**src/rtl/bool_tt_scanner_if.sv**
```systemverilog
// Control and block-under-check signals of the truth-table scanner, grouped for
// the master (controller/testbench) and slave (scanner) sides.
interface bool_tt_scanner_if #(
    parameter int N_IN = 3
);
    // Handshake: master raises start (level, sampled only while the scanner is idle);
    // the scanner answers with busy from the next cycle and a single-cycle done,
    // after which pass/err_cnt/fail_idx/cap_tt stay valid until the next accepted start.
    logic                 start;
    logic [N_IN-1:0]      drv_in;
    logic                 dut_y;
    logic                 busy;
    logic                 done;
    logic                 pass;
    logic [N_IN:0]        err_cnt;
    logic [N_IN-1:0]      fail_idx;
    logic [2**N_IN-1:0]   cap_tt;

    modport master (
        output start,
        output dut_y,
        input  drv_in,
        input  busy,
        input  done,
        input  pass,
        input  err_cnt,
        input  fail_idx,
        input  cap_tt
    );

    modport slave (
        input  start,
        input  dut_y,
        output drv_in,
        output busy,
        output done,
        output pass,
        output err_cnt,
        output fail_idx,
        output cap_tt
    );
endinterface

```
**src/rtl/bool_tt_scanner.sv**
```systemverilog
// Walks every input vector of an N_IN-input block, samples its output after a settle
// time and compares against EXP_TT. Optional macro: TT_STOP_ON_FAIL_EN (stop at first mismatch).
module bool_tt_scanner #(
    parameter int                 N_IN       = 3,
    parameter int                 SETTLE_CYC = 2,
    parameter logic [2**N_IN-1:0] EXP_TT     = 8'hE8
) (
    input  logic              clk,
    input  logic              rst,
    bool_tt_scanner_if.slave  bus,
    output logic [1:0]        dbg_state
);
    localparam int NV = 2**N_IN;
    localparam int CW = (SETTLE_CYC > 1) ? $clog2(SETTLE_CYC) : 1;
    localparam logic [CW-1:0]   CNT_LOAD = CW'(SETTLE_CYC - 1);
    localparam logic [N_IN-1:0] LAST_IDX = N_IN'(NV - 1);

`ifdef TT_STOP_ON_FAIL_EN
    localparam bit STOP_ON_FAIL = 1'b1;
`else
    localparam bit STOP_ON_FAIL = 1'b0;
`endif

    typedef enum logic [1:0] {
        IDLE   = 2'd0,
        SETTLE = 2'd1,
        SAMPLE = 2'd2,
        DONE   = 2'd3
    } state_t;

    state_t             state;
    logic [CW-1:0]      cnt;
    logic [N_IN-1:0]    drv_in;
    logic               busy;
    logic               done;
    logic               pass;
    logic [N_IN:0]      err_cnt;
    logic [N_IN-1:0]    fail_idx;
    logic [NV-1:0]      cap_tt;

    logic               mismatch;
    logic [N_IN:0]      err_nxt;
    logic               last_vec;

    // drv_in doubles as the scan index: it always equals the vector being checked.
    always_comb begin
        mismatch = (bus.dut_y != EXP_TT[drv_in]);
        err_nxt  = err_cnt + {{N_IN{1'b0}}, mismatch};
        last_vec = (drv_in == LAST_IDX) || (STOP_ON_FAIL && mismatch);
    end

    always_ff @(posedge clk) begin
        if (rst) begin
            state    <= IDLE;
            cnt      <= '0;
            drv_in   <= '0;
            busy     <= 1'b0;
            done     <= 1'b0;
            pass     <= 1'b0;
            err_cnt  <= '0;
            fail_idx <= '0;
            cap_tt   <= '0;
        end else begin
            case (state)
                IDLE: begin
                    if (bus.start) begin
                        state    <= SETTLE;
                        drv_in   <= '0;
                        busy     <= 1'b1;
                        cnt      <= CNT_LOAD;
                        pass     <= 1'b0;
                        err_cnt  <= '0;
                        fail_idx <= '0;
                        cap_tt   <= '0;
                    end
                end
                SETTLE: begin
                    if (cnt == '0) begin
                        state <= SAMPLE;
                    end else begin
                        cnt <= cnt - CW'(1);
                    end
                end
                SAMPLE: begin
                    cap_tt[drv_in] <= bus.dut_y;
                    err_cnt        <= err_nxt;
                    if (mismatch && (err_cnt == '0)) begin
                        fail_idx <= drv_in;
                    end
                    // done and pass are registered here so they appear in the DONE cycle.
                    if (last_vec) begin
                        state <= DONE;
                        busy  <= 1'b0;
                        done  <= 1'b1;
                        pass  <= (err_nxt == '0);
                    end else begin
                        state  <= SETTLE;
                        drv_in <= drv_in + N_IN'(1);
                        cnt    <= CNT_LOAD;
                    end
                end
                DONE: begin
                    done  <= 1'b0;
                    state <= IDLE;
                end
                default: state <= IDLE;
            endcase
        end
    end

    assign bus.drv_in   = drv_in;
    assign bus.busy     = busy;
    assign bus.done     = done;
    assign bus.pass     = pass;
    assign bus.err_cnt  = err_cnt;
    assign bus.fail_idx = fail_idx;
    assign bus.cap_tt   = cap_tt;
    assign dbg_state    = state;
endmodule

```
**src/flat_wrapper.sv**
```systemverilog
// flat-port wrapper written by rule: the top's interface ports become plain ports
module bool_tt_scanner_flat 
#(
    parameter int                 N_IN       = 3,
    parameter int                 SETTLE_CYC = 2,
    parameter logic [2**N_IN-1:0] EXP_TT     = 8'hE8
)
  (clk, rst, dbg_state, bus_start, bus_dut_y, bus_drv_in, bus_busy, bus_done, bus_pass, bus_err_cnt, bus_fail_idx, bus_cap_tt);
  bool_tt_scanner_if #(.N_IN(N_IN)) bus_i ();
  input  logic clk;
  input  logic rst;
  output logic [1:0] dbg_state;
  input wire logic [$bits(bus_i.start)-1:0] bus_start;
  input wire logic [$bits(bus_i.dut_y)-1:0] bus_dut_y;
  output wire logic [$bits(bus_i.drv_in)-1:0] bus_drv_in;
  output wire logic [$bits(bus_i.busy)-1:0] bus_busy;
  output wire logic [$bits(bus_i.done)-1:0] bus_done;
  output wire logic [$bits(bus_i.pass)-1:0] bus_pass;
  output wire logic [$bits(bus_i.err_cnt)-1:0] bus_err_cnt;
  output wire logic [$bits(bus_i.fail_idx)-1:0] bus_fail_idx;
  output wire logic [$bits(bus_i.cap_tt)-1:0] bus_cap_tt;
  assign bus_i.start = bus_start;
  assign bus_i.dut_y = bus_dut_y;
  assign bus_drv_in = bus_i.drv_in;
  assign bus_busy = bus_i.busy;
  assign bus_done = bus_i.done;
  assign bus_pass = bus_i.pass;
  assign bus_err_cnt = bus_i.err_cnt;
  assign bus_fail_idx = bus_i.fail_idx;
  assign bus_cap_tt = bus_i.cap_tt;
  bool_tt_scanner #(.N_IN(N_IN), .SETTLE_CYC(SETTLE_CYC), .EXP_TT(EXP_TT)) u_core (.clk(clk), .rst(rst), .bus(bus_i), .dbg_state(dbg_state));
endmodule
```
**config.mk**
```make
export PLATFORM = sky130hd
export DESIGN_NAME = bool_tt_scanner_flat
export DESIGN_NICKNAME = d
export VERILOG_FILES = /design/src/rtl/bool_tt_scanner_if.sv /design/src/rtl/bool_tt_scanner.sv /design/src/flat_wrapper.sv
export SDC_FILE = /design/constraint.sdc
export NUM_CORES = 1
export LEC_CHECK = 0
export CORE_ASPECT_RATIO = 0.6
export CORE_MARGIN = 2
export CORE_UTILIZATION = 49
export CTS_CLUSTER_DIAMETER = 50
export CTS_CLUSTER_SIZE = 40
export DETAILED_ROUTE_END_ITERATION = 10
export GPL_ROUTABILITY_DRIVEN = 0
export PLACE_DENSITY = 0.81
export SLEW_MARGIN = 40
export SYNTH_ARGS = -nofsm -noshare
export SYNTH_HDL_FRONTEND = slang
export SYNTH_SLANG_ARGS = --single-unit
export TNS_END_PERCENT = 20
```
**constraint.sdc**
```tcl
create_clock -name clk -period 2.2 [get_ports clk]
set_input_delay 0.33 -clock clk [delete_from_list [all_inputs] [get_ports clk]]
set_output_delay 0.33 -clock clk [all_outputs]
set_load 0.01 [all_outputs]
```
== After elaboration in Yosys (flattened, before gate mapping) ==
Memories as Yosys holds them, arrays and structs flattened. A register that Yosys moved wholly into a read port is not among the register bits.
Cells that the tools add are included.

* Register bits: 24
* Latch bits: 0
* Bits in writable memories: 0
* Bits in read-only memories: 8
* Input port bits: 4
* Output and inout bits: 23
* Word-level logic and storage cells: 70
* Memories: 1

* Add/sub/neg operators: 3
* Multipliers: 0
* Divide/modulo/power cells: 0
* $lt $le $gt $ge: 2
* Eq/ne operators: 10
* Shifts and indexed selects: 0
* Muxes and demuxes: 30
* Bitwise logic cells: 0
* Reductions and logical operators: 15

{| class="wikitable"
|+ Memories
! memory !! words !! bits a word !! rd ports !! clocked after Yosys merged registers in !! wr ports !! RTL line !! source
|-
| (name not given) || 8 || 1 || 1 || 1 || 0 || bool_tt_scanner.sv:47 || <nowiki>mismatch = (bus.dut_y != EXP_TT[drv_in]);</nowiki>
|}

{| class="wikitable"
|+ Operators with widths
! operator !! count
|-
| $pmux 8 s2 || 1
|-
| $mux 3 || 5
|-
| $pmux 3 s2 || 2
|-
| $reduce_and 3->1 || 4
|-
| $mux 1 || 9
|-
| $bwmux 8 || 1
|-
| $logic_not 4->1 || 2
|-
| $mux 8 || 1
|-
| $pmux 2 s4 || 1
|-
| $pmux 4 s2 || 1
|-
| $mux 2 || 3
|-
| $ne 2x2->1 const B || 3
|-
| $pmux 1 s2 || 3
|-
| $reduce_and 2->1 || 3
|-
| $add 4x1->4 || 1
|-
| $eq 2x2->1 const B || 2
|-
| $lt 3x4->1 const B || 1
|-
| $mux 4 || 1
|-
| $ne 2x1->1 const B || 2
|-
| $reduce_bool 2->1 || 2
|-
| $add 3x1->3 const B || 1
|-
| $demux 1 s3 || 1
|-
| $eq 3x3->1 const B || 1
|-
| $ge 3x1->1 const B || 1
|-
| other kinds (7) || 8
|}

== Longest topological paths before layout ==
Gate-level depths: netlist (run 1).

* Depth in word-level cells: 7
* Depth in mapped cells: 8
* Depth with buffers taken out: 7

== Least setup slack after synthesis (run 1) ==
Ideal clock, no wire load.

* Path type: reg2reg
* From: reg u_core.drv_in[1] (netlist: u_core.bus.drv_in[1])
* To: reg with a tool-made name
* Setup time: 0.122 ns
* Data arrival time: 1.634 ns
* Required time: 2.078 ns
* Path slack: 0.445 ns
* Cell stages (with the launch flop): 8
* Buffers on the path: 1
* Period minus slack after synthesis: 1.755 ns
* Path through: dfxtp_1 > ha_1 > ha_1 > buf_6 > nor2_1 > a22o_1 > a22o_1 > maj3_2

{| class="wikitable"
|+ RTL lines
! item !! RTL line !! source
|-
| from (decl) || bool_tt_scanner.sv:33 || <nowiki>logic [N_IN-1:0] drv_in;</nowiki>
|-
| from (signal assigned) || bool_tt_scanner.sv:98 || <nowiki>drv_in <= drv_in + N_IN'(1);</nowiki>
|}

== Final worst setup path (run 1) ==
* From: reg u_core.state[1] (netlist: u_core.dbg_state[1])
* To: out dbg_state[1]

{| class="wikitable"
|+ RTL lines
! item !! RTL line !! source
|-
| from (decl) || bool_tt_scanner.sv:31 || <nowiki>state_t state;</nowiki>
|-
| from (signal assigned) || bool_tt_scanner.sv:54 || <nowiki>state <= IDLE;</nowiki>
|-
| from (signal assigned) || bool_tt_scanner.sv:67 || <nowiki>state <= SETTLE;</nowiki>
|-
| from (signal assigned) || bool_tt_scanner.sv:79 || <nowiki>state <= SAMPLE;</nowiki>
|-
| to (decl) || flat_wrapper.sv:12 || <nowiki>output logic [1:0] dbg_state;</nowiki>
|}

No word-level cell between the ends.

==> results.json, run 1 <==
{
  "groute.usage.overall_pct": 19.99,
  "clk_latency_ns": 0.27,
  "met1_usage_pct": 29.65,
  "setup_slack_ns": 0.2790,
  "vias": 1118,
  "slew-limit-headroom_pct": 62.46,
  "crit_buf_inv": 1,
  "root_buffer": "clkbuf_8",
  "synthDistinctLibCells": 42,
  "viasPerCell": 5.646,
  "netlist_top_cells_count": "dfxtp_1, a21oi_1, nand2_1, nand3_1, nor2_1",
  "min_period_ns": 1.921,
  "final_util_pct": 64.59,
  "crit_family": "flip-flops",
  "hold_viol_final": 0,
  "worstMarginPinSlew_ns": 0.5623,
  "start_util_pct": 51.22,
  "synthTopCellsByArea": "dfxtp_1, a21oi_1, ha_1",
  "synth_area_leader_cell": "dfxtp_1",
  "crit_type": "reg2out",
  "grt_busiest_layer": "met2",
  "powerDensity_nw_per_um2": 543.5,
  "post_drt_wl_per_cell_um": 14.77,
  "numCtsBuffers": 3,
  "timing.rr.start": "u_core.bus.drv_in[0]$_SDFFE_PP0N_",
  "slowest_delay_ns": 0.68,
  "grt_pass1_wl_um": 4692,
  "antenna_found_initial": 0,
  "die_h_um": 43.36,
  "die-area_um2": 3017,
  "dr.pass1.iters": 4,
  "netSwitchingFraction_pct": 25.94,
  "grt_pass1_vias": 945,
  "drtAntennaViolNets": 0,
  "synth_area_per_cell_um2": 9.100,
  "async_reset_ff_share_pct": 0,
  "seq_power_share_pct": 55.2,
  "cp-end-kind": "primary output",
  "r2r_slack_ns": 0.39,
  "die_x_um": 69.60,
  "slew_violations": 0,
  "drt-initial-drc-count": 89,
  "synth_area_um2": 1265,
  "max-cap-violations": 0,
  "critPathLaunchType": "flip-flop",
  "fmax_mhz": 520.6,
  "postCtsSetupRepairBufs": 0,
  "yosysSeqAreaShare_pct": 39.56,
  "arrival_ns": 1.59,
  "synth_top_flop_cell": "dfxtp_1",
  "use_met2_pct": 29.81,
  "dp_hpwl_um": 2182,
  "final.setup_skew_ns": 0.002058,
  "syn_to_final_growth_pct": 26.11,
  "p_sw_mw": 0.2249,
  "power.internal_mw": 0.6422,
  "clock-sinks": 25,
  "critPathMaxFanout": 16,
  "ios": 27,
  "gr-total-overflow": 0,
  "io_buffers": 26,
  "layout-drive-gt1-share_pct": 11.45,
  "setup_violations": 0,
  "cts_hold_buf": 0,
  "postSynthCellCount": 139,
  "pwr-share-clk_pct": 31.0,
  "yosysTopAreaCellShare_pct": 39.56,
  "status": "finished clean",
  "critPathSlowestCell": "dfxtp_1",
  "drc": 0,
  "rows": 14,
  "critPathRequiredTime_ns": 1.87,
  "place_worst_setup_slack_ns": -0.01185,
  "wirelength_um": 2925,
  "grtUsageMet3_pct": 5.581,
  "synth_edf_count": 0,
  "fin_crit_sh_pct": 87.32,
  "ctsResizeCount": 0,
  "syn_nets": 147,
  "p_leak_nw": 0.5672,
  "antenna_cells": 0,
  "synth.most_common_cell": "dfxtp_1",
  "path_clk_slew_ns": 0.09,
  "cts_max_path_buffers": 2,
  "cts_tree": "yes",
  "htreeDepth": 1,
  "grt_max_degree": 22,
  "ys_ff_latch": 25,
  "comb_power_share_pct": 13.8,
  "synth-warning-count": 0,
  "worstHoldStart": "u_core.bus.fail_idx[1]$_SDFFE_PP0P_",
  "nets": 175,
  "peakVddDrop_v": 0.0003549,
  "rsz0062_at_grt": "false",
  "cp_cell_sequence": "clkdlybuf4s50_1",
  "core_um2": 2470,
  "hp-class": "reg2reg",
  "crit_start": "u_core.dbg_state[1]$_SDFFE_PP0P_"
}
## layout make-up
type                       count  area (µm²)
tap                           32       40.04
clock buffer                   3       41.29
fill                         198       874.6
timing repair buffer          31       297.8
clock inverter                 1       5.005
multi-input combinational    102       695.7
sequential                    25       500.5
inverter                       4       15.01
## placed cells by master, fill, tap and decap left out, types with 2 or more instances in the layout
master / n
dfxtp_1: 25
a21oi_1: 19
clkbuf_8: 3
nand2_1: 10
nor2_1: 9
a21o_1: 2
o21ai_0: 4
nand4_1: 2
o311ai_1: 4
ha_1: 4
clkdlybuf4s50_1: 26
a22o_1: 2
nand2b_1: 5
buf_4: 5
xor2_1: 2
nor2b_1: 4
a22oi_1: 2
inv_1: 3
o211ai_1: 3
nand3_1: 10
## power by group through the flow
| stage | clock, mW | sequential [mW] | combinational, mW |
|---|---|---|---|
| floorplan | 0 | 0.488 | 0.0777 |
| global placement | 0 | 0.488 | 0.116 |
| detailed placement | 0 | 0.489 | 0.119 |
| CTS | 0.275 | 0.479 | 0.119 |
| global route | 0.295 | 0.482 | 0.131 |
| finish | 0.269 | 0.479 | 0.120 |
## per-layer routing
| metal | vias to the layer above | wire, µm |
|---|---|---|
| met3 | 2 | 152 |
| met5 | - | 0 |
| met1 | 522 | 1517 |
| met2 | 32 | 1249 |
| li1 | 562 | - |
| met4 | 0 | 6 |
## sequential cells by signal, summed over array words and instances (netlist names), named ones only
name,cells
u_core.bus.fail_idx,3
u_core.bus.busy,1
u_core.bus.pass,1
u_core.cnt,1
u_core.dbg_state,2
u_core.bus.cap_tt,8
u_core.bus.done,1
u_core.bus.drv_in,3
u_core.bus.err_cnt,4
## stage by stage
| stage | setup TNS (ns) | instance area (µm²) | hold slack, ns | instances | power (mW) |
|---|---|---|---|---|---|
| floorplan | 0 | 1265 | 0.4016 | 139 | 0.5657 |
| global placement | 0 | 1549 | 0.4402 | 194 | 0.6047 |
| detailed placement | -0.01185 | 1549 | 0.4542 | 194 | 0.6081 |
| CTS | 0 | 1595 | 0.4655 | 198 | 0.8730 |
| global route | 0 | 1595 | 0.4834 | 198 | 0.9079 |
| finish | 0 | 1595 | 0.4635 | 198 | 0.8671 |
## kinds of logic after synthesis
logic type	after synthesis	synth area share, %
muxes	1	0.7913
AOI/OAI and AO/OA	42	21.96
xor gates and xnor gates	3	3.561
and+or+nand+nor	51	23.84
DFF	25	39.56
adders and majority gates	5	4.847
buffers and inverters	12	5.439
## path summary, 6_finish.rpt
check                           cells past startpoint                                  end
worst max-delay path                                1                         dbg_state[1]
worst min-delay path                                2  u_core.bus.fail_idx[1]$_SDFFE_PP0P_
worst max register to register                      6                            flip-flop
worst min register to register                      2  u_core.bus.fail_idx[1]$_SDFFE_PP0P_
No activity file was read; power rests on OpenSTA's default activity.
==> inputs of run 2 (changes only) <==
Settings changed: CTS_CLUSTER_SIZE 40 to not set.
==> results of run 2 <==
The final DEF is identical to that of run 1; final timing and power are the same.
==> inputs of run 3 (changes only) <==
Settings changed: ABC_AREA set to 1, HOLD_SLACK_MARGIN set to 0.02.
==> results.json, run 3 <==
{
  "start_util_pct": 50.71,
  "dp_hpwl_um": 2009,
  "synth_area_per_cell_um2": 7.500,
  "hp-class": "reg2reg",
  "whs_ns": 0.4709,
  "root_buffer": "clkbuf_8",
  "min_period_ns": 1.917,
  "postSynthCellCount": 167,
  "vias": 1181,
  "path_clk_slew_ns": 0.09,
  "antenna_cells": 0,
  "p_leak_nw": 0.6353,
  "numCtsBuffers": 3,
  "synth_area_leader_cell": "dfxtp_1",
  "synth-warning-count": 0,
  "largest_reg_flops": 8,
  "synth_area_um2": 1252,
  "die-area_um2": 2990,
  "setup_violations": 0,
  "final.setup_skew_ns": 0.006613,
  "wirelength_um": 2781,
  "async_reset_ff_share_pct": 0,
  "groute.usage.overall_pct": 19.82,
  "fin_crit_sh_pct": 87.15,
  "status": "finished clean",
  "max-cap-violations": 0,
  "grt_max_degree": 20,
  "top_regs": "u_core.bus.cap_tt (8), u_core.bus.err_cnt (4)",
  "synth_top_flop_cell": "dfxtp_1",
  "rsz0062_at_grt": "false",
  "grt_pass1_vias": 1035,
  "cp_cell_sequence": "clkdlybuf4s50_1, xor2_2, ha_1, ha_1, or2_2, nor2_1, nand2_1, a21oi_1",
  "largest-register": "u_core.bus.cap_tt",
  "cts_max_path_buffers": 2,
  "critPathLaunchType": "input port",
  "crit_top_cell": "ha_1",
  "critPathSlowestCell": "clkdlybuf4s50_1",
  "clk_latency_ns": 0.27,
  "layout-drive-gt1-share_pct": 9.948,
  "multi_input_area_um2": 625.6,
  "worstMarginPinSlew_ns": 0.3848,
  "syn_to_final_growth_pct": 23.28,
  "cp-end-kind": "flip-flop",
  "yosysSeqAreaShare_pct": 39.96,
  "postCtsSetupRepairBufs": 0,
  "regArea_um2": 500.5,
  "setup_tns_ns": 0,
  "viasPerCell": 5.296,
  "dr.pass1.iters": 4,
  "synthDistinctLibCells": 28,
  "cts_tree": "yes",
  "gr-total-overflow": 0,
  "ys_ff_latch": 25,
  "slowest_delay_ns": 0.46,
  "slew_violations": 0,
  "drtAntennaViolNets": 0,
  "drt-initial-drc-count": 71,
  "crit_type": "in2reg",
  "fmax_mhz": 521.6,
  "die_h_um": 43.16,
  "ios": 27,
  "antenna_found_initial": 0,
  "synth_edf_count": 0,
  "ctsResizeCount": 0,
  "nets": 200,
  "hold_viol_final": 0,
  "slew-limit-headroom_pct": 74.31,
  "powerDensity_nw_per_um2": 608.9,
  "n_fill_cell": 223,
  "syn_nets": 175,
  "peakVddDrop_v": 0.0002447,
  "yosysTopAreaCellShare_pct": 39.96,
  "crit_buf_inv": 1,
  "arrival_ns": 2.13,
  "mostFrequentLayoutCell": "nand2_1",
  "crit_family": "simple AND/OR/NAND/NOR gates",
  "htreeDepth": 1,
  "synthTopCellsByArea": "dfxtp_1, nand2_1, a21oi_1",
  "netlist_top_cells_count": "nand2_1, dfxtp_1, a21oi_1",
  "io_buffers": 26,
  "die_x_um": 69.27,
  "critPathRequiredTime_ns": 2.41,
  "grt_pass1_wl_um": 4719,
  "synth.most_common_cell": "nand2_1",
  "critPathMaxFanout": 2,
  "cts_hold_buf": 0,
  "most-common-layout-cells": "nand2_1, clkdlybuf4s50_1, dfxtp_1",
  "drc": 0,
  "rows": 14,
  "power_mw": 0.9401,
  "clock-sinks": 25,
  "core_um2": 2470,
  "post_drt_wl_per_cell_um": 12.47
}
==> run 3: cell types whose count changed after synthesis, moves of 3 or more <==
cell,before,now
nand3_1,10,15
o311ai_1,4,0
inv_1,3,13
nor2_1,9,13
nor2_2,0,3
o211ai_1,3,0
nand2_1,10,38
nand4_1,2,5
nand2b_1,5,1
nor2b_1,4,0
==> run 3: final timing paths <==
kind	startpoint	to	slack [ns]	depth (start not counted)
max	bus_dut_y	u_core.bus.pass$_SDFFE_PP0P_	0.28	8
max reg2reg	u_core.bus.drv_in[0]$_SDFFE_PP0N_	flip-flop	0.49	10
min reg2reg	u_core.bus.cap_tt[2]$_SDFFE_PP0P_	u_core.bus.cap_tt[2]$_SDFFE_PP0P_	0.47	2
min	u_core.bus.cap_tt[2]$_SDFFE_PP0P_	u_core.bus.cap_tt[2]$_SDFFE_PP0P_	0.47	2
==> run 3: kinds of logic after synthesis <==
| group | synth area share [%] |
|---|---|
| AND/OR/NAND/NOR | 31.57 |
| AO/OA/AOI/OAI | 12.39 |
| flip-flops | 39.96 |
| buffers and inverters | 10.09 |
| adder cells (fa/ha/maj) | 3.996 |
| XOR/XNOR | 1.998 |
==> run 3: stage by stage <==
step	util, %	worst slack (ns)	cells	instance area [µm²]
5_1_grt	62.51	0.2100	223	1544
6_report	62.51	0.2827	223	1544
2_1_floorplan	-	0.6465	167	1252
3_5_place_dp	60.64	0.04098	219	1498
4_1_cts	62.51	0.2900	223	1544
3_3_place_gp	60.64	0.1097	219	1498
==> run 3: per-layer routing <==
| layer | share of wire, % | global-route usage [%] | vias to the layer above |
|---|---|---|---|
| met5 | 0 | 0 | - |
| met4 | 0.50 | 3.529 | 0 |
| met3 | 7.1 | 5.226 | 2 |
| met2 | 46 | 30.96 | 47 |
| met1 | 46 | 27.95 | 534 |
| li1 | - | - | 598 |
==> run 3: final cells by class <==
cell class              instances  share of cell area (%)
clock inverters                 1                  0.3241
well taps                      32                   2.593
inverters                      15                   3.647
flip-flops and latches         25                   32.41
repair buffers                 28                   17.83
multi-input cells             119                   40.52
clock buffers                   3                   2.674
==> run 3: tightest hold or removal path: cells and delay by family (launching register included) <==
family,cells,cell delay [ns]
compound gates,1,0.06
flops,1,0.32
simple gates,1,0.06
==> run 3: report_power, final <==
group / internal (mW) / switching [mW]
Clock: 0.127 / 0.147
Sequential: 0.473 / 0.0242
Combinational: 0.0740 / 0.0953
